**config.mk**
```make
export PLATFORM = sky130hd
export DESIGN_NAME = gpr_sb
export DESIGN_NICKNAME = d
export VERILOG_FILES = /design/src/rtl/gpr_sb_pkg.sv /design/src/rtl/gpr_sb_array.sv /design/src/rtl/gpr_sb.sv
export SDC_FILE = /design/constraint.sdc
export NUM_CORES = 2
export LEC_CHECK = 0
export ABC_AREA = 1
export BUFFER_PORTS_ARGS = -buffer_cell sky130_fd_sc_hd__buf_2
export CAP_MARGIN = 20
export CORE_AREA = 2 2 267 467
export DETAILED_ROUTE_END_ITERATION = 10
export DIE_AREA = 0 0 269 469
export PLACE_DENSITY = 0.65
export SYNTH_ARGS = -nofsm -noshare
export SYNTH_HDL_FRONTEND = slang
export SYNTH_HIERARCHICAL = 1
export SYNTH_SLANG_ARGS = --single-unit
```
**constraint.sdc**
```tcl
create_clock -name clk -period 1.94 [get_ports clk]
set_input_delay 0.194 -clock clk [delete_from_list [all_inputs] [get_ports clk]]
set_output_delay 0.194 -clock clk [all_outputs]
set_load 0.005 [all_outputs]
```
**src/rtl/gpr_sb_pkg.sv**
```systemverilog
// Shared widths and scoreboard state encoding for the GPR file with pending-write tracking.
// The two width constants mirror the core-wide ISA and register-index widths.
package gpr_sb_pkg;

    localparam int ISA_WIDTH      = 32;
    localparam int REG_ADDR_WIDTH = 5;

    typedef enum logic {
        PEND_IDLE = 1'b0,
        PEND_BUSY = 1'b1
    } pend_state_e;

endpackage

```
**src/rtl/gpr_sb_array.sv**
```systemverilog
// Register storage: one synchronous write port, NUM_RD combinational read ports, async-reset to 0.
// Read latency 0 cycles, write visible after the edge; no backpressure.
module gpr_sb_array #(
    parameter int ADDR_WIDTH = 5,
    parameter int DATA_WIDTH = 32,
    parameter int NUM_RD     = 2
) (
    input  logic                         clk,
    input  logic                         rst,
    input  logic                         wr_en,
    input  logic [ADDR_WIDTH-1:0]        wr_addr,
    input  logic [DATA_WIDTH-1:0]        wr_dat,
    input  logic [NUM_RD*ADDR_WIDTH-1:0] rd_addr,
    output logic [NUM_RD*DATA_WIDTH-1:0] rd_dat
);

    localparam int DEPTH = 1 << ADDR_WIDTH;

    logic [DATA_WIDTH-1:0] mem_q [DEPTH];
    logic [DATA_WIDTH-1:0] mem_d [DEPTH];

    always_comb begin
        mem_d = mem_q;
        if (wr_en) begin
            mem_d[wr_addr] = wr_dat;
        end
    end

    always_ff @(posedge clk or negedge rst) begin
        if (!rst) begin
            for (int i = 0; i < DEPTH; i++) begin
                mem_q[i] <= '0;
            end
        end else begin
            mem_q <= mem_d;
        end
    end

    always_comb begin
        rd_dat = '0;
        for (int k = 0; k < NUM_RD; k++) begin
            rd_dat[k*DATA_WIDTH +: DATA_WIDTH] = mem_q[rd_addr[k*ADDR_WIDTH +: ADDR_WIDTH]];
        end
    end

endmodule

```
**src/rtl/gpr_sb.sv**
```systemverilog
// GPR file with x0 masking, optional write-to-read bypass and a per-register pending-write scoreboard.
// Read latency 0 cycles; issue stalls (iss_ready=0) while the destination has an unsatisfied older write.
module gpr_sb
    import gpr_sb_pkg::*;
#(
    parameter int ADDR_WIDTH = REG_ADDR_WIDTH,
    parameter int DATA_WIDTH = ISA_WIDTH,
    parameter int NUM_RD     = 2,
    parameter int BYPASS     = 1
) (
    input  logic                         clk,
    input  logic                         rst,
    input  logic                         gpr_w_en,
    input  logic [ADDR_WIDTH-1:0]        gpr_w_addr,
    input  logic [DATA_WIDTH-1:0]        gpr_w,
    input  logic [NUM_RD*ADDR_WIDTH-1:0] gpr_r_addr,
    output logic [NUM_RD*DATA_WIDTH-1:0] gpr_r,
    output logic [NUM_RD-1:0]            gpr_r_busy,
    input  logic                         iss_en,
    input  logic [ADDR_WIDTH-1:0]        iss_addr,
    output logic                         iss_ready,
    input  logic                         flush
);

    localparam int DEPTH = 1 << ADDR_WIDTH;

    logic [DEPTH-1:0]             pending_q;
    logic [DEPTH-1:0]             pending_d;
    logic                         wr_vld;
    logic                         iss_acc;
    logic [NUM_RD*DATA_WIDTH-1:0] arr_r;
    logic [ADDR_WIDTH-1:0]        rd_addr_k;

    assign wr_vld = gpr_w_en && (gpr_w_addr != '0);

    // A same-cycle write to the reserved index retires the older producer, so the new one may issue.
    assign iss_ready = !pending_q[iss_addr] || (iss_addr == '0)
                       || (gpr_w_en && (gpr_w_addr == iss_addr));
    assign iss_acc   = iss_en && iss_ready && (iss_addr != '0);

    gpr_sb_array #(
        .ADDR_WIDTH (ADDR_WIDTH),
        .DATA_WIDTH (DATA_WIDTH),
        .NUM_RD     (NUM_RD)
    ) u_array (
        .clk     (clk),
        .rst     (rst),
        .wr_en   (wr_vld),
        .wr_addr (gpr_w_addr),
        .wr_dat  (gpr_w),
        .rd_addr (gpr_r_addr),
        .rd_dat  (arr_r)
    );

    // Order matters: write clears, a new reservation re-sets, flush overrides both.
    always_comb begin
        pending_d = pending_q;
        if (wr_vld) begin
            pending_d[gpr_w_addr] = logic'(PEND_IDLE);
        end
        if (iss_acc) begin
            pending_d[iss_addr] = logic'(PEND_BUSY);
        end
        if (flush) begin
            pending_d = '0;
        end
        pending_d[0] = logic'(PEND_IDLE);
    end

    always_ff @(posedge clk or negedge rst) begin
        if (!rst) begin
            pending_q <= '0;
        end else begin
            pending_q <= pending_d;
        end
    end

    // Bypass is gated by reset so every port reads zero while the file is held in reset.
    always_comb begin
        gpr_r      = '0;
        gpr_r_busy = '0;
        rd_addr_k  = '0;
        for (int k = 0; k < NUM_RD; k++) begin
            rd_addr_k = gpr_r_addr[k*ADDR_WIDTH +: ADDR_WIDTH];
            if (rd_addr_k == '0) begin
                gpr_r[k*DATA_WIDTH +: DATA_WIDTH] = '0;
                gpr_r_busy[k]                     = 1'b0;
            end else if ((BYPASS != 0) && rst && gpr_w_en && (gpr_w_addr == rd_addr_k)) begin
                gpr_r[k*DATA_WIDTH +: DATA_WIDTH] = gpr_w;
                gpr_r_busy[k]                     = 1'b0;
            end else begin
                gpr_r[k*DATA_WIDTH +: DATA_WIDTH] = arr_r[k*DATA_WIDTH +: DATA_WIDTH];
                gpr_r_busy[k]                     = pending_q[rd_addr_k];
            end
        end
    end

endmodule

```
==> metrics.md <==
| Metric | Value |
|---|---|
| Initial antenna violation count | `5` |
| Cells after synthesis | `9044` |
| Worst-path maximum fanout | `3` |
| Hold/Removal Path Class | `in2reg` |
| Fin. Hold Viols | `0` |
| Max_cap viols | `0` |
| Post-route setup slack | `-435 ps` |
| Seq/Total Area, Yosys | `43.5%` |
| Crit path required time | `1750 ps` |
| Comb power frac | `between 20% and 30%` |
| Core Region | `122000 µm²` |
| Status | `finished, violations left` |
| PD cells | `between 900 and 1000 nW/µm²` |
| Post-Syn Nets | `approximately 9100` |
| Die Wd | `269 µm` |
| Psw | `22200 µW` |
| Mapped cell area | `60700 µm²` |
| DRT Pass-1 Iters | `9` |
| Die Y | `469 µm` |
| Power Total | `67200 µW` |
| Final Instance Area | `73700 µm²` |
| Primary FF master, synth | `dfrtp_1` |
| Final nets | `9294` |
| Lkg Pwr | `0.0357 µW` |
| Initial Util | `49.7%` |
| Largest stage delay on the critical path | `390 ps` |
| Fin. max-slew vios | `0` |
| Clock slew at reported path FFs | `70 ps` |
| Final period util | `122%` |
| Routed WL | `around 260000 µm` |
| RSZ-0062 raised after global routing | `true` |
| Reg power frac | `44.4%` |
| Multi-input gate area | `~32000 µm²` |
| Switching Share | `33.0%` |
| Clock root buffer | `clkbuf_16` |
| Crit-path cells | `nand2_1, nand3_1, nand3_1, nand2_1, nand2_1, nand2_1, nand2_1, nand2_1, inv_2, a21oi_4, buf_2` |
| Fin crit period | `2380 ps` |
| H-tree levels | `3` |
| Post-DP HPWL | `165000 µm` |
| Sink Count | `around 1100` |
| Ys async rst share | `100%` |
| Internal Power | `45000 µW` |
| Startpoint types | `flip-flop` |
| First-pass GRT wire length | `382000 µm` |
| Slew Limit Headroom | `between 20 and 30%` |
| TritonCTS clock tree | `built` |
| Flops & latches, synth | `1055` |
| PortBufs | `123` |
| Worst-Skew Late Latency | `740 ps` |
| DRC Markers | `0` |
| 1st-iter DRT viols | `8618` |
| Reg area | `between 20000 and 30000 µm²` |
| Failing checks | `negative setup slack` |
| Yosys warns | `6` |
| Crit. End Element | `primary output` |
| Syn-to-layout area delta | `21.4%` |
| Peak VDD IR | `0.711 mV` |
| Clk buf depth | `3` |
| Fmax | `~420 MHz` |
| Library cells used by synthesis | `38` |
| Clock Power Share | `about a third` |
| CP delay by family, top | `simple AND/OR/NAND/NOR gates` |
| DIE AREA | `126000 µm²` |
| Routed WL per cell | `23.3 µm` |
| Detail Route Antenna Nets | `0` |
| Number of global-route vias before repair | `62500` |
| CTS buffer count | `103` |
| I/O pins | `~120` |
| Share of cells above drive strength 1 | `approximately 16%` |
| Worst Setup Path Type | `reg2out` |
| Final Setup Violations | `67` |
| Data arrival time at the worst-slack endpoint | `2180 ps` |
| Gr ovfl total | `0` |
| Cell mode on critical path | `nand2_1` |
| TNS Setup | `-20960 ps` |
| Clock skew | `roughly 7.9 ps` |
| CP max-delay cell | `dfrtp_1` |
| Largest net degree at the start of global routing | `between 150 and 200` |
| Final hold slack | `36.1 ps` |
| Final Wtd Congestion | `~0.95` |
| EDFF count, synth | `0` |
| Total number of vias | `66200` |
| Vias/cell | `6.04` |
| Syn Area/Cell | `between 6 and 7 µm²` |
| Crit path buf inv count | `2` |
| Placed Area | `68000 µm²` |
| Slew @ Worst Pin | `1070 ps` |
| Row Count | `170` |
| GRT Resource Usage Total | `approximately two fifths` |
| Fill cell count | `between 10000 and 15000` |
-- layout make-up --
type,count,share of cell area (%)
inverters,158,0.872
repair buffers,857,12.5
multi-input cells,7062,43.2
well taps,1634,2.77
clock buffers,149,4.13
flip-flops and latches,1055,35.8
diodes,2,0.00679
clock inverters,43,0.689
-- flip-flops by register name, indices dropped and copies added, names as in the netlist --
signal	cells
pending_q	31
u_array/mem_q	1024
-- layout by cell type (no fill, tap or decap), drive strengths merged --
cell type	instances
a21oi	238
diode	2
xor2	2
o221ai	3
nand3	1601
clkbuf	150
dlygate4sd3	14
nand4	1
nand2	3930
bufinv	10
o22ai	7
nor4	1
buf	842
clkinvlp	5
nor2	287
clkinv	26
o211ai	5
o2111ai	2
inv	160
a221oi	3
a31oi	2
nor3	21
o31ai	1
and3	1
dfrtp	1055
o21ai	957
-- Yosys cell counts (5+ instances only) --
| cell | number | area [µm²] |
|---|---|---|
| a21oi_1 | 209 | 1050 |
| a21oi_2 | 29 | 254 |
| buf_1 | 71 | 267 |
| buf_2 | 120 | 601 |
| buf_4 | 13 | 97.6 |
| buf_6 | 5 | 56.3 |
| clkbuf_1 | 554 | 2080 |
| dfrtp_1 | 1055 | 26400 |
| inv_1 | 140 | 526 |
| inv_2 | 17 | 63.8 |
| nand2_1 | 3913 | 14700 |
| nand2_2 | 16 | 100 |
| nand3_1 | 1572 | 7870 |
| nand3_2 | 29 | 290 |
| nor2_1 | 279 | 1050 |
| nor2_4 | 5 | 56.3 |
| nor3_1 | 10 | 50.1 |
| nor3_2 | 9 | 90.1 |
| o211ai_1 | 5 | 37.5 |
| o21ai_0 | 877 | 4390 |
| o21ai_1 | 80 | 400 |
| o22ai_1 | 7 | 43.8 |
-- per-layer routing --
| metal | share of wire, % | GRT usage (%) | up-vias |
|---|---|---|---|
| met5 | 0.0047 | 0 | - |
| met4 | 9.4 | 31.9 | 2 |
| met3 | 9.8 | 6.53 | 1223 |
| met2 | 45 | 63.2 | 4230 |
| met1 | 35 | 48.7 | 31000 |
| li1 | - | - | 29800 |
-- through the flow --
| step | instances | setup slack [ps] | utilization (%) |
|---|---|---|---|
| 2_1_floorplan | 9044 | 109 | - |
| 3_3_place_gp | 10600 | -360 | 55.6 |
| 3_5_place_dp | 10600 | -387 | 55.6 |
| 4_1_cts | 10900 | -430 | 59.2 |
| 5_1_grt | 11000 | -550 | 60.3 |
| 6_report | 11000 | -435 | 60.3 |
-- path summary, 6_finish.rpt --
check | endpoint | depth (start not counted) | startpoint | slack, ps
worst min register to register | u_array/mem_q[730] | 2 | u_array/mem_q[730] | 510
worst min-delay path | u_array/mem_q[583] | 4 | gpr_w[7] | 40
worst max-delay path | gpr_r[0] | 11 | u_array/mem_q[32] | -440
min in group asynchronous | u_array/mem_q[814] | 4 | rst | 310
worst max register to register | pending_q[29] | 14 | pending_q[21] | 130
max in group asynchronous | u_array/mem_q[557] | 5 | rst | 390
-- kinds of logic (layout without fill, tap and decap cells) --
family,after synthesis,after routing,share of synthesized area [%]
simple gates,5842,5842,40.0
compound gates,1218,1218,10.3
flops,1055,1055,43.5
buf+inv,927,1207,6.21
xor+xnor,2,2,0.0288
other cells,0,2,0
-- worst min-delay path, cell delays in order --
cell and delay [ps]:
buf_2 100, inv_1 40, buf_4 220, a21oi_1 160
-- repair_timing --
item                       4_1_cts  5_1_grt
setup buffers                   43       76
hold endpoints to repair       277        0
gates cloned                     0        0
pin swaps                      261      286
resized for setup              180      187
setup endpoints to repair       67       67
hold buffers                    14        0
-- power by group through the flow --
stage                     logic, µW  clock network, µW  registers (µW)
after floorplan                9500                  0           29000
after global placement        13900                  0           30000
after detailed placement      14300                  0           30100
after CTS                     14800              21800           29700
after global routing          17600              22600           30300
final                         15700              21600           29800
No activity file was read; power rests on OpenSTA's default activity.
